**src/rtl/ppu_wb_packer.sv**
```systemverilog
// ppu_wb_packer: output-side sequencer for the PPU. It accepts psums, drives the
// maxpool/relu controls, packs 8-bit results little-endian into 32-bit words and
// hands them to the GLB as writeback requests with byte strobes.
//
//   state   | meaning
//   --------+-----------------------------------------------------------------
//   S_IDLE  | waiting for cfg_start; configuration latched on the start pulse
//   S_RUN   | accepting psums, capturing PPU bytes, issuing packed words
//   S_DRAIN | all bytes captured; waiting for the last word to be accepted
//   S_DONE  | one-cycle done pulse, then back to S_IDLE
module ppu_wb_packer #(
  parameter int ADDR_W = 16,
  parameter int CNT_W  = 16
) (
  input  logic              clk,
  input  logic              rst,
  input  logic              cfg_start,
  input  logic [2:0]        cfg_pool_size,
  input  logic [CNT_W-1:0]  cfg_out_count,
  input  logic [ADDR_W-1:0] cfg_base_addr,
  input  logic              psum_valid,
  output logic              psum_ready,
  output logic              ppu_maxpool_en,
  output logic              ppu_maxpool_init,
  output logic              ppu_relu_sel,
  input  logic [7:0]        ppu_data_out,
  output logic              wb_valid,
  input  logic              wb_ready,
  output logic [ADDR_W-1:0] wb_addr,
  output logic [31:0]       wb_data,
  output logic [3:0]        wb_strb,
  output logic              busy,
  output logic              done
);

  // Psum budget is out_count * K, so it needs three extra bits over the byte count.
  localparam int PW = CNT_W + 3;

  typedef enum logic [1:0] {
    S_IDLE  = 2'd0,
    S_RUN   = 2'd1,
    S_DRAIN = 2'd2,
    S_DONE  = 2'd3
  } state_t;

  state_t state, state_nxt;

  logic [2:0]        k_cfg;
  logic [2:0]        k_r;
  logic              relu_r;
  logic              pool_mode;
  logic              start;
  logic              accept;
  logic              cap;
  logic              last_byte;
  logic              flush;
  logic              wb_fire;
  logic              win_last;

  logic [PW-1:0]     psum_left;
  logic [CNT_W-1:0]  bytes_left;
  logic [2:0]        win_cnt;
  logic              cap_pend;
  logic [1:0]        lane;

  logic [31:0]       pack_data;
  logic [3:0]        pack_strb;
  logic [31:0]       merge_data;
  logic [3:0]        merge_strb;

  logic              hold_valid;
  logic [31:0]       hold_data;
  logic [3:0]        hold_strb;
  logic [ADDR_W-1:0] addr_r;

  assign k_cfg     = (cfg_pool_size == 3'd0) ? 3'd1 : cfg_pool_size;
  assign pool_mode = (k_r > 3'd1);
  assign start     = (state == S_IDLE) && cfg_start;
  assign accept    = psum_valid && psum_ready;
  assign win_last  = (win_cnt == (k_r - 3'd1));

  // With pooling the PPU comparator is registered, so the window result is
  // valid one cycle after its last psum; without pooling the path is combinational.
  assign cap       = pool_mode ? cap_pend : accept;
  assign last_byte = (bytes_left == CNT_W'(1));
  assign flush     = cap && ((lane == 2'd3) || last_byte);
  assign wb_fire   = hold_valid && wb_ready;

  assign merge_data = pack_data | ({24'd0, ppu_data_out} << {lane, 3'b000});
  assign merge_strb = pack_strb | (4'b0001 << lane);

  assign ppu_maxpool_en   = pool_mode && accept;
  assign ppu_maxpool_init = ppu_maxpool_en && (win_cnt == 3'd0);
  assign ppu_relu_sel     = relu_r;

  assign wb_valid = hold_valid;
  assign wb_addr  = addr_r;
  assign wb_data  = hold_data;
  assign wb_strb  = hold_strb;

  // State register.
  always_ff @(posedge clk) begin
    if (rst) begin
      state <= S_IDLE;
    end else begin
      state <= state_nxt;
    end
  end

  // Next-state decode plus the state-derived handshake and status outputs.
  always_comb begin
    state_nxt  = state;
    psum_ready = 1'b0;
    busy       = 1'b0;
    done       = 1'b0;
    case (state)
      S_IDLE: begin
        if (cfg_start) begin
          state_nxt = (cfg_out_count == '0) ? S_DONE : S_RUN;
        end
      end
      S_RUN: begin
        busy       = 1'b1;
        // Holding off while the hold word is full guarantees a capture never
        // has to flush into an occupied hold register.
        psum_ready = !hold_valid && (psum_left != '0);
        if (cap && last_byte) begin
          state_nxt = S_DRAIN;
        end
      end
      S_DRAIN: begin
        busy = 1'b1;
        if (wb_fire) begin
          state_nxt = S_DONE;
        end
      end
      S_DONE: begin
        done      = 1'b1;
        state_nxt = S_IDLE;
      end
      default: begin
        state_nxt = S_IDLE;
      end
    endcase
  end

  // Pass configuration, latched on start and held until the next start.
  always_ff @(posedge clk) begin
    if (rst) begin
      k_r    <= 3'd0;
      relu_r <= 1'b0;
    end else if (start) begin
      k_r    <= k_cfg;
      relu_r <= (k_cfg > 3'd1);
    end
  end

  // Psum-side bookkeeping: remaining psum budget, window position, pending capture.
  always_ff @(posedge clk) begin
    if (rst) begin
      psum_left <= '0;
      win_cnt   <= 3'd0;
      cap_pend  <= 1'b0;
    end else if (start) begin
      psum_left <= PW'(cfg_out_count) * PW'(k_cfg);
      win_cnt   <= 3'd0;
      cap_pend  <= 1'b0;
    end else begin
      cap_pend <= pool_mode && accept && win_last;
      if (accept) begin
        psum_left <= psum_left - PW'(1);
        win_cnt   <= win_last ? 3'd0 : (win_cnt + 3'd1);
      end
    end
  end

  // Byte-side bookkeeping: bytes still to capture and the next lane to fill.
  always_ff @(posedge clk) begin
    if (rst) begin
      bytes_left <= '0;
      lane       <= 2'd0;
    end else if (start) begin
      bytes_left <= cfg_out_count;
      lane       <= 2'd0;
    end else if (cap) begin
      bytes_left <= bytes_left - CNT_W'(1);
      lane       <= lane + 2'd1;
    end
  end

  // Pack register: accumulate captured bytes, empty it when the word moves to hold.
  always_ff @(posedge clk) begin
    if (rst || start) begin
      pack_data <= 32'd0;
      pack_strb <= 4'd0;
    end else if (cap) begin
      if (flush) begin
        pack_data <= 32'd0;
        pack_strb <= 4'd0;
      end else begin
        pack_data <= merge_data;
        pack_strb <= merge_strb;
      end
    end
  end

  // Hold register: one word waiting for the GLB; cleared when it is accepted.
  always_ff @(posedge clk) begin
    if (rst) begin
      hold_valid <= 1'b0;
      hold_data  <= 32'd0;
      hold_strb  <= 4'd0;
    end else if (flush) begin
      hold_valid <= 1'b1;
      hold_data  <= merge_data;
      hold_strb  <= merge_strb;
    end else if (wb_fire) begin
      hold_valid <= 1'b0;
      hold_data  <= 32'd0;
      hold_strb  <= 4'd0;
    end
  end

  // Writeback address: base on start, advance one word per accepted request.
  always_ff @(posedge clk) begin
    if (rst) begin
      addr_r <= '0;
    end else if (start) begin
      addr_r <= cfg_base_addr;
    end else if (wb_fire) begin
      addr_r <= addr_r + ADDR_W'(4);
    end
  end

endmodule

```
**config.mk**
```make
export PLATFORM = sky130hd
export DESIGN_NAME = ppu_wb_packer
export DESIGN_NICKNAME = d
export VERILOG_FILES = /design/src/rtl/ppu_wb_packer.sv
export SDC_FILE = /design/constraint.sdc
export NUM_CORES = 1
export LEC_CHECK = 0
export CORE_MARGIN = 3
export CORE_UTILIZATION = 31
export DETAILED_ROUTE_END_ITERATION = 8
export DONT_BUFFER_PORTS = 1
export PLACE_DENSITY = 0.45
export SYNTH_ARGS = -nofsm -noshare
export SYNTH_HDL_FRONTEND = slang
export SYNTH_SLANG_ARGS = --single-unit
```
**constraint.sdc**
```tcl
create_clock -name clk -period 3.8 [get_ports clk]
set_clock_uncertainty 0.1 [all_clocks]
set_input_delay 0.19 -clock clk [delete_from_list [all_inputs] [get_ports clk]]
set_output_delay 0.19 -clock clk [all_outputs]
set_load 0.01 [all_outputs]
```
==> qor.yml, run 1 <==
timing:
  final_max_slew_viol_count: 0
  setup_ws_ns: 0.2475
  holdWs_ns: 0.01869
  fin_crit_ns: 3.553
  rsz0062_at_grt: "no"
  fin_tns_setup_ns: 0
  relSlewSlack_pct: 20.64
  setup_viol: 0
  hold_viol: 0
  period_share_pct: 93.49
  worst_pin_slew_ns: 1.186
  max_clock_freq_mhz: 281.5
grt:
  busiest_layer: "met2"
  grt_start_max_net_pins: 71
  antenna_found_initial: 0
  grt_pass1_wl_mm: 36.68
  use_met2_pct: 25.95
  grt_overflow_total: 0
  grt_pass1_vias: 6435
  met3_usage_pct: 4.361
  grtUsageMet1_pct: 25.20
  grtUsageTotal_pct: 17.36
clocking:
  cts_tree: "built"
  clock_latency_ns: 0.42
  cts_setup_buffers: 0
  cts_made_buffers: 17
  cts_max_level: 4
  path_clk_slew_ns: 0.07
  clock_path_buffers: 2
  clock-sinks: 136
  cts_root_buf: "clkbuf_16"
synthesis:
  ys_seq_area_share_pct: 36.13
  yosys.area.top_type: "dfxtp_1"
  ys_ff_latch: 136
  syn-num-nets: 1023
  yosysTopAreaCellShare_pct: 36.13
  avgSynthCellArea_um2: 8.156
  ys_warn_count: 0
  syn_inst: 924
  synth-async-reset-ratio_pct: 0
  synthesis.area_um2: 7536
  synthDistinctLibCells: 61
  synth_area_leaders: "dfxtp_1, ha_1, a21oi_1, nand2_1, nor2_1"
  synth_flop_cell: "dfxtp_1"
  synth_edf_count: 0
power_and_ir_drop:
  ir_drop_uv: 236.9
  power_density_nw_per_um2: 572.1
  leakagePower_nw: 3.243
  p_seq_share_pct: 36.0
  power_switching_mw: 1.961
  combPwrFrac_pct: 32.6
  swShare_pct: 38.83
  power_frac_clock_pct: 31.4
  p_int_mw: 3.089
  total_power_mw: 5.050
critical_path:
  crit_type: "in -> reg"
  start_kind: "input port"
  startpoint: "cfg_pool_size[1]"
  worstSetupEndpointType: "register"
  r2r_setup_slack_ns: 0.97
  rr_worst_depth: 9
  cp_max_fo: 17
  worstReg2RegStart: "state[1]"
  endpoint: "psum_left[15]"
  critPathRequiredTime_ns: 4.06
  timing.rr.end: "lane[0]"
  cp.arrival_ns: 3.81
layout:
  nNetsFinal: 1036
  syn2layout_area_growth_pct: 17.13
  drive_above_1_share_pct: 6.526
  utilization_pct: 37.27
  fill_cells: 2480
  antenna_cells: 0
placed_design:
  place.gp.congestion: 0.8156
  portBuffers: 0
  post-place-ws_ns: 0.3607
  dp_hpwl_mm: 15.61
run_status:
  status: "finished, final reports clean"
routing:
  drc: 0
  num_vias: 6722
  viasPerCell: 5.297
  dr.pass1.iters: 5
  initialDrtViolationCount: 497
  ant_nets: 0
  drt_wl_total_mm: 22.77
  avgRoutedWirePerCell_um: 17.94
floorplanning:
  fp-row-count: 56
  design.core.area_um2: 23680
  dieArea_um2: 26220
  die_w_um: 161.9
  die_h_um: 161.9
  pin_count: 107
  start_util_pct: 31.82
min_path:
  hold_start: "rst"
  hp-class: "in -> reg"
run:
  maxCapViolCount: 0
-- area by class of cell --
cell class	count	area (um^2)	share of cell area, %
clock buffer	17	425.4	4.819
inverter	43	161.4	1.828
sequential	136	2723	30.84
clock inverter	15	140.1	1.588
timing repair buffer	55	553.0	6.265
tap	319	399.1	4.522
multi-input combinational	684	4425	50.13
-- per-layer routing --
metal | wire [um] | share of wire [%]
met5 | 0 | 0
met4 | 261 | 1.1
met3 | 1493 | 6.6
met2 | 9841 | 43
met1 | 11170 | 49
-- state kept, by name, summed over array words and instances (netlist names) --
name / flops
psum_left: 19
ppu_relu_sel: 1
wb_valid: 1
pack_data: 32
wb_strb: 4
win_cnt: 3
k_r: 3
wb_data: 32
wb_addr: 16
lane: 2
cap_pend: 1
state: 2
bytes_left: 16
pack_strb: 4
-- Yosys cell counts (all sizes together) (28+ instances only) --
cell type / count
ha: 36
nand3: 49
clkbuf: 39
inv: 43
a31oi: 34
a21oi: 83
xnor2: 34
a211oi: 28
o21ai: 43
nor2: 85
o31ai: 34
dfxtp: 136
nand2: 89
-- through the flow --
stage	std cells	area, um^2
6_report	1269	8827
5_1_grt	1269	8827
4_1_cts	1269	8818
3_5_place_dp	1193	7795
3_3_place_gp	1193	7795
2_1_floorplan	924	7536
-- what timing repair did --
action / 4_1_cts / 5_1_grt
resized for setup: 0 / 3
hold buffers: 44 / 0
endpoints found under the setup margin: 0 / 4
endpoints found under the hold margin: 116 / 0
-- critical path: stages --
cell           delay (ns)
dlygate4sd3_1        0.62
nor2_1               0.15
or2_2                0.20
buf_4                0.22
nand2_1              0.09
fa_1                 0.48
inv_1                0.05
ha_1                 0.33
o211ai_1             0.23
nor3_1               0.10
nor2_1               0.21
o311ai_0             0.19
or4b_2               0.64
nand4_1              0.09
-- cells in the final DEF (no fill, tap or decap), types with 4 or more instances in the layout --
cell and instances:
nand4_1 13, nand2_1 87, dfxtp_1 136, buf_4 10, or3_1 6, inv_1 43
inv_6 4, dlygate4sd3_1 43, ha_1 36, fa_1 15, xor2_1 18, a21o_1 5
a211oi_1 28, a31oi_1 34, and3_1 7, xnor2_1 34, clkinvlp_4 5, and2_1 12
o21ai_0 40, o22ai_1 4, o31ai_1 33, a21oi_1 81, nor2_1 84, nand3_1 49
o211ai_1 4, nand2b_1 9, nor4_1 12, clkbuf_16 17, nor3_1 13, nand3b_1 4
-- power by group through the flow --
stage | clock network, mW | registers (mW) | logic [mW]
after global placement | 0 | 1.85 | 1.58
after global routing | 1.67 | 1.85 | 1.85
after detailed placement | 0 | 1.85 | 1.57
final | 1.58 | 1.82 | 1.65
after floorplan | 0 | 1.79 | 1.22
after CTS | 1.62 | 1.81 | 1.65
-- how the worst min path moves through the flow --
stage / end / depth (start not counted)
after global routing: pack_strb[3] / 2
after CTS: pack_strb[3] / 2
final: pack_strb[3] / 2
after floorplan: bytes_left[10] / 2
after detailed placement: wb_addr[1] / 1
after global placement: wb_addr[1] / 1
-- kinds of logic (layout without fill, tap and decap cells) --
logic type / count (synthesis) / after routing / share of synthesized area, %
adder cells (fa/ha/maj): 51 / 51 / 9.962
AND/OR/NAND/NOR: 318 / 318 / 20.32
AO/OA/AOI/OAI: 263 / 263 / 22.12
XOR/XNOR: 52 / 52 / 6.044
flip-flops: 136 / 136 / 36.13
buffers and inverters: 104 / 130 / 5.429
Note: power is estimated with default switching activity, not from simulation.
==> inputs of run 2 (changes only) <==
Clock period 3.8 ns to 3.5 ns, I/O delays scaled along.
==> qor.yml, run 2 (synthesis results as in run 1) <==
routing:
  initialDrtViolationCount: 563
  dr.pass1.iters: 5
  num_vias: 6805
  drc: 0
  avgRoutedWirePerCell_um: 18.01
  drt_wl_total_mm: 23.04
  viasPerCell: 5.321
  ant_nets: 0
clocking:
  clock_latency_ns: 0.42
  clock-sinks: 136
  cts_root_buf: "clkbuf_16"
  cts_setup_buffers: 0
  path_clk_slew_ns: 0.06
  cts_made_buffers: 17
  cts_max_level: 4
  clock_path_buffers: 2
  cts_tree: "built"
power_and_ir_drop:
  power_density_nw_per_um2: 633.6
  swShare_pct: 37.68
  ir_drop_uv: 311.5
  p_seq_share_pct: 34.8
  combPwrFrac_pct: 32.6
  power_switching_mw: 2.134
  power_frac_clock_pct: 32.5
  leakagePower_nw: 3.307
  p_int_mw: 3.531
critical_path:
  crit_top_cell: "nor2_1"
  cp_slowest_cell: "or4b_2"
  crit_type: "in -> reg"
  cp.arrival_ns: 3.57
  worstSetupEndpointType: "register"
  critPathRequiredTime_ns: 3.75
  cp_max_fo: 18
  worstPathCellList: "dlygate4sd3_1 > nor2_1 > or2_4 > buf_6 > nand2_1 > fa_1 > inv_1 > ha_1 > a21o_1 > o2bb2ai_1 > nor2_1 > o311ai_0 > or4b_2 > nand4_1"
  critical-path-max-stage-delay_ns: 0.64
  start_kind: "input port"
timing:
  holdWs_ns: 0.02735
  final_max_slew_viol_count: 0
  period_share_pct: 94.83
  fin_tns_setup_ns: 0
  max_clock_freq_mhz: 301.3
  rsz0062_at_grt: "no"
  setup_viol: 0
  worst_pin_slew_ns: 1.089
  relSlewSlack_pct: 27.14
  hold_viol: 0
  fin_crit_ns: 3.319
floorplanning:
  start_util_pct: 31.82
  die_w_um: 161.9
  fp-row-count: 56
  dieArea_um2: 26220
  die_h_um: 161.9
  design.core.area_um2: 23680
  pin_count: 107
placed_design:
  dp_hpwl_mm: 15.85
  place.gp.congestion: 0.8302
  dp.cells: 1200
  portBuffers: 0
layout:
  layout_commonest_cell: "dfxtp_1"
  syn2layout_area_growth_pct: 18.65
  drive_above_1_share_pct: 7.195
  instances_no_fill: 1279
  nNetsFinal: 1045
  final_cell_mix: "dfxtp_1, nand2_1, nor2_1"
grt:
  grt_pass1_vias: 6475
  antenna_found_initial: 2
  grt_start_max_net_pins: 66
  grt_overflow_total: 0
  grt_pass1_wl_mm: 36.56
  grtUsageTotal_pct: 17.41
run_status:
  status: "finished, final reports clean"
run:
  maxCapViolCount: 0
min_path:
  hp-class: "in -> reg"
==> run 2: changes by cell type in the layout (fill, tap and decap cells not counted), sizes merged <==
| cell | previous run | this run |
|---|---|---|
| diode | 0 | 1 |
| bufinv | 0 | 2 |
| clkbuf | 17 | 18 |
| dlygate4sd3 | 43 | 45 |
| clkinvlp | 5 | 3 |
| buf | 12 | 19 |
| inv | 50 | 49 |
==> run 2: path summary, 6_finish.rpt <==
kind	start	slack, ns	end	depth (start not counted)
worst max-delay path	cfg_pool_size[2]	0.18	psum_left[15]	14
worst min-delay path	rst	0.03	wb_addr[1]	2
worst max register to register	psum_left[5]	0.70	pack_data[11]	7
worst min register to register	pack_strb[1]	0.36	pack_strb[1]	2
==> run 2: layer usage <==
layer | global-route usage, % | share of wire [%] | vias to the layer above
li1 | - | - | 3348
met1 | 24.41 | 49 | 3253
met2 | 25.96 | 42 | 181
met3 | 5.126 | 6.8 | 23
met4 | 5.041 | 1.9 | 0
met5 | 0 | 0 | -
==> run 2: repair_timing <==
item / 4_1_cts / 5_1_grt
resized for setup: 0 / 6
endpoints found under the hold margin: 116 / 0
endpoints found under the setup margin: 0 / 6
hold buffers: 46 / 0
==> run 2: layout make-up <==
class	instances	area, um^2
timing repair buffer	64	629.4
inverter	43	161.4
clock buffer	18	439.2
fill	2532	14740
multi-input combinational	684	4427
sequential	136	2723
tap	319	399.1
antenna	1	2.502
clock inverter	14	160.2
==> run 2: worst max-delay path, delay by kind of cell <==
kind            cells  cell delay, ns
compound gates      3            0.51
buf+inv             3            0.77
fa+ha+maj           2            0.83
simple gates        6            1.28
==> run 2: through the flow <==
| stage | power [mW] | cell area, um^2 | utilization (%) | worst slack, ns |
|---|---|---|---|---|
| 6_report | 5.665 | 8941 | 37.75 | 0.1808 |
| 2_1_floorplan | 3.272 | 7536 | - | 0.02043 |
| 3_5_place_dp | 3.751 | 7848 | 33.14 | 0.1859 |
| 3_3_place_gp | 3.763 | 7848 | 33.14 | 0.2981 |
| 5_1_grt | 6.010 | 8941 | 37.75 | 0.006163 |
| 4_1_cts | 5.710 | 8925 | 37.68 | 0.02254 |
==> run 2: power groups by stage <==
stage / clock network [mW] / registers, mW / logic (mW)
after global routing: 1.96 / 2.01 / 2.04
after floorplan: 0 / 1.95 / 1.33
after detailed placement: 0 / 2.00 / 1.75
after CTS: 1.90 / 1.97 / 1.84
after global placement: 0 / 2.00 / 1.76
final: 1.84 / 1.97 / 1.85
==> inputs of run 3 (changes only) <==
Settings changed: ABC_AREA set to 1.
==> qor.yml, run 3 <==
run_status:
  status: "finished, final reports clean"
routing:
  drc: 0
  avgRoutedWirePerCell_um: 16.36
  dr.pass1.iters: 5
  drt_wl_total_mm: 26.64
  ant_nets: 0
  num_vias: 8194
  initialDrtViolationCount: 602
  viasPerCell: 5.033
critical_path:
  cp.arrival_ns: 3.47
  worstSetupEndpointType: "register"
  crit_type: "in -> reg"
  critPathRequiredTime_ns: 3.75
  cp_max_fo: 17
  start_kind: "input port"
layout:
  layout_commonest_cell: "nand2_1"
  drive_above_1_share_pct: 10.11
  instances_no_fill: 1628
  syn2layout_area_growth_pct: 14.01
  nNetsFinal: 1342
  final_cell_mix: "nand2_1, inv_1, nor2_1, dfxtp_1, a21oi_1"
  antenna_cells: 0
synthesis:
  synthDistinctLibCells: 52
  synth_edf_count: 0
  synthTopCellsByCount: "nand2_1, inv_1, dfxtp_1, nor2_1, a21oi_1"
  synth-async-reset-ratio_pct: 0
  syn-num-nets: 1329
  yosys.area.top_type: "dfxtp_1"
  ys_warn_count: 0
  yosysMostFrequentCell: "nand2_1"
  synthesis.area_um2: 8718
  synth_area_leaders: "dfxtp_1, nand2_1, a21oi_1, inv_1, nor2_1"
  syn_inst: 1230
  yosysTopAreaCellShare_pct: 31.23
  ys_seq_area_share_pct: 31.23
  synth_flop_cell: "dfxtp_1"
  ys_ff_latch: 136
  avgSynthCellArea_um2: 7.088
placed_design:
  dp.cells: 1557
  portBuffers: 0
  dp_hpwl_mm: 18.56
  place.gp.congestion: 0.8535
  post-place-ws_ns: 0.4719
timing:
  relSlewSlack_pct: 39.43
  period_share_pct: 91.93
  setup_viol: 0
  max_clock_freq_mhz: 310.8
  worst_pin_slew_ns: 0.9030
  fin_crit_ns: 3.217
  final_max_slew_viol_count: 0
  fin_tns_setup_ns: 0
  setup_ws_ns: 0.2826
  hold_viol: 0
  rsz0062_at_grt: "no"
grt:
  grt_pass1_vias: 7547
  grt_start_max_net_pins: 67
  grt_pass1_wl_mm: 42.20
  antenna_found_initial: 0
  grtUsageTotal_pct: 17.25
  grt_overflow_total: 0
power_and_ir_drop:
  leakagePower_nw: 4.071
  power_density_nw_per_um2: 718.1
  total_power_mw: 7.138
  ir_drop_uv: 398.7
run:
  maxCapViolCount: 0
clocking:
  clock-sinks: 136
  cts_made_buffers: 17
  cts_tree: "built"
  cts_resized: 0
  cts_max_level: 4
  cts_root_buf: "clkbuf_16"
  cts_setup_buffers: 0
  clock_latency_ns: 0.42
  path_clk_slew_ns: 0.06
  clock_path_buffers: 2
floorplanning:
  dieArea_um2: 30170
  pin_count: 107
  start_util_pct: 31.90
  fp-row-count: 60
  die_h_um: 173.7
  design.core.area_um2: 27330
  die_w_um: 173.7
min_path:
  hp-class: "in -> reg"
==> run 3: cells by family after synthesis <==
group / after synthesis / share of synthesized area, %
compound gates: 268 / 18.83
xor+xnor: 23 / 2.311
fa+ha+maj: 51 / 8.611
buf+inv: 204 / 10.16
flops: 136 / 31.23
simple gates: 548 / 28.86
==> run 3: per-layer routing <==
metal	wire (um)	share of wire (%)	track usage [%]
met1	13440	50	25.22
met2	11360	43	25.38
met3	1603	6.0	4.446
met4	229	0.86	3.954
met5	0	0	0
==> run 3: layout make-up <==
type | instances | area [um^2]
Fill cell | 2979 | 17390
Multi-Input combinational cell | 890 | 5112
Sequential cell | 136 | 2723
Inverter | 146 | 551.8
Timing Repair Buffer | 52 | 505.5
Tap cell | 372 | 465.4
Clock buffer | 17 | 425.4
Clock inverter | 15 | 156.4
==> run 3: timing repair <==
item,in CTS,in global routing
endpoints found under the setup margin,0,0
hold buffers,39,0
hold endpoints to repair,79,0
==> run 3: through the flow <==
stage	hold WS (ns)	area [um^2]	utilization (%)
floorplan	0.2382	8718	-
global placement	0.1509	8950	32.75
detailed placement	0.1532	8950	32.75
finish	0.02705	9940	36.37
global route	0.05367	9940	36.37
CTS	0.0006174	9940	36.37
==> run 3: path summary, 6_finish.rpt <==
check	startpoint	to	slack, ns	cells after the start
setup / recovery	cfg_pool_size[2]	psum_left[16]	0.28	16
hold / removal	cfg_base_addr[11]	wb_addr[11]	0.03	3
setup reg to reg	state[0]	pack_data[24]	0.86	7
hold reg to reg	pack_strb[3]	pack_strb[3]	0.33	2
==> run 3: power by group <==
group | internal, mW | switching, mW
Sequential | 1.84 | 0.329
Combinational | 1.03 | 2.12
Clock | 1.01 | 0.813
Total | 3.88 | 3.26
==> run 3: critical path: stages <==
cell and delay (ns):
dlygate4sd3_1 0.58, nor2_1 0.13, nor2_1 0.10, inv_1 0.31
nand2_1 0.12, fa_1 0.49, inv_1 0.04, ha_1 0.33
a21oi_1 0.20, a21boi_0 0.44, nor2_1 0.08, nor2_1 0.13
nand2_1 0.07, nand2_1 0.06, nand3_1 0.06, a21oi_1 0.14
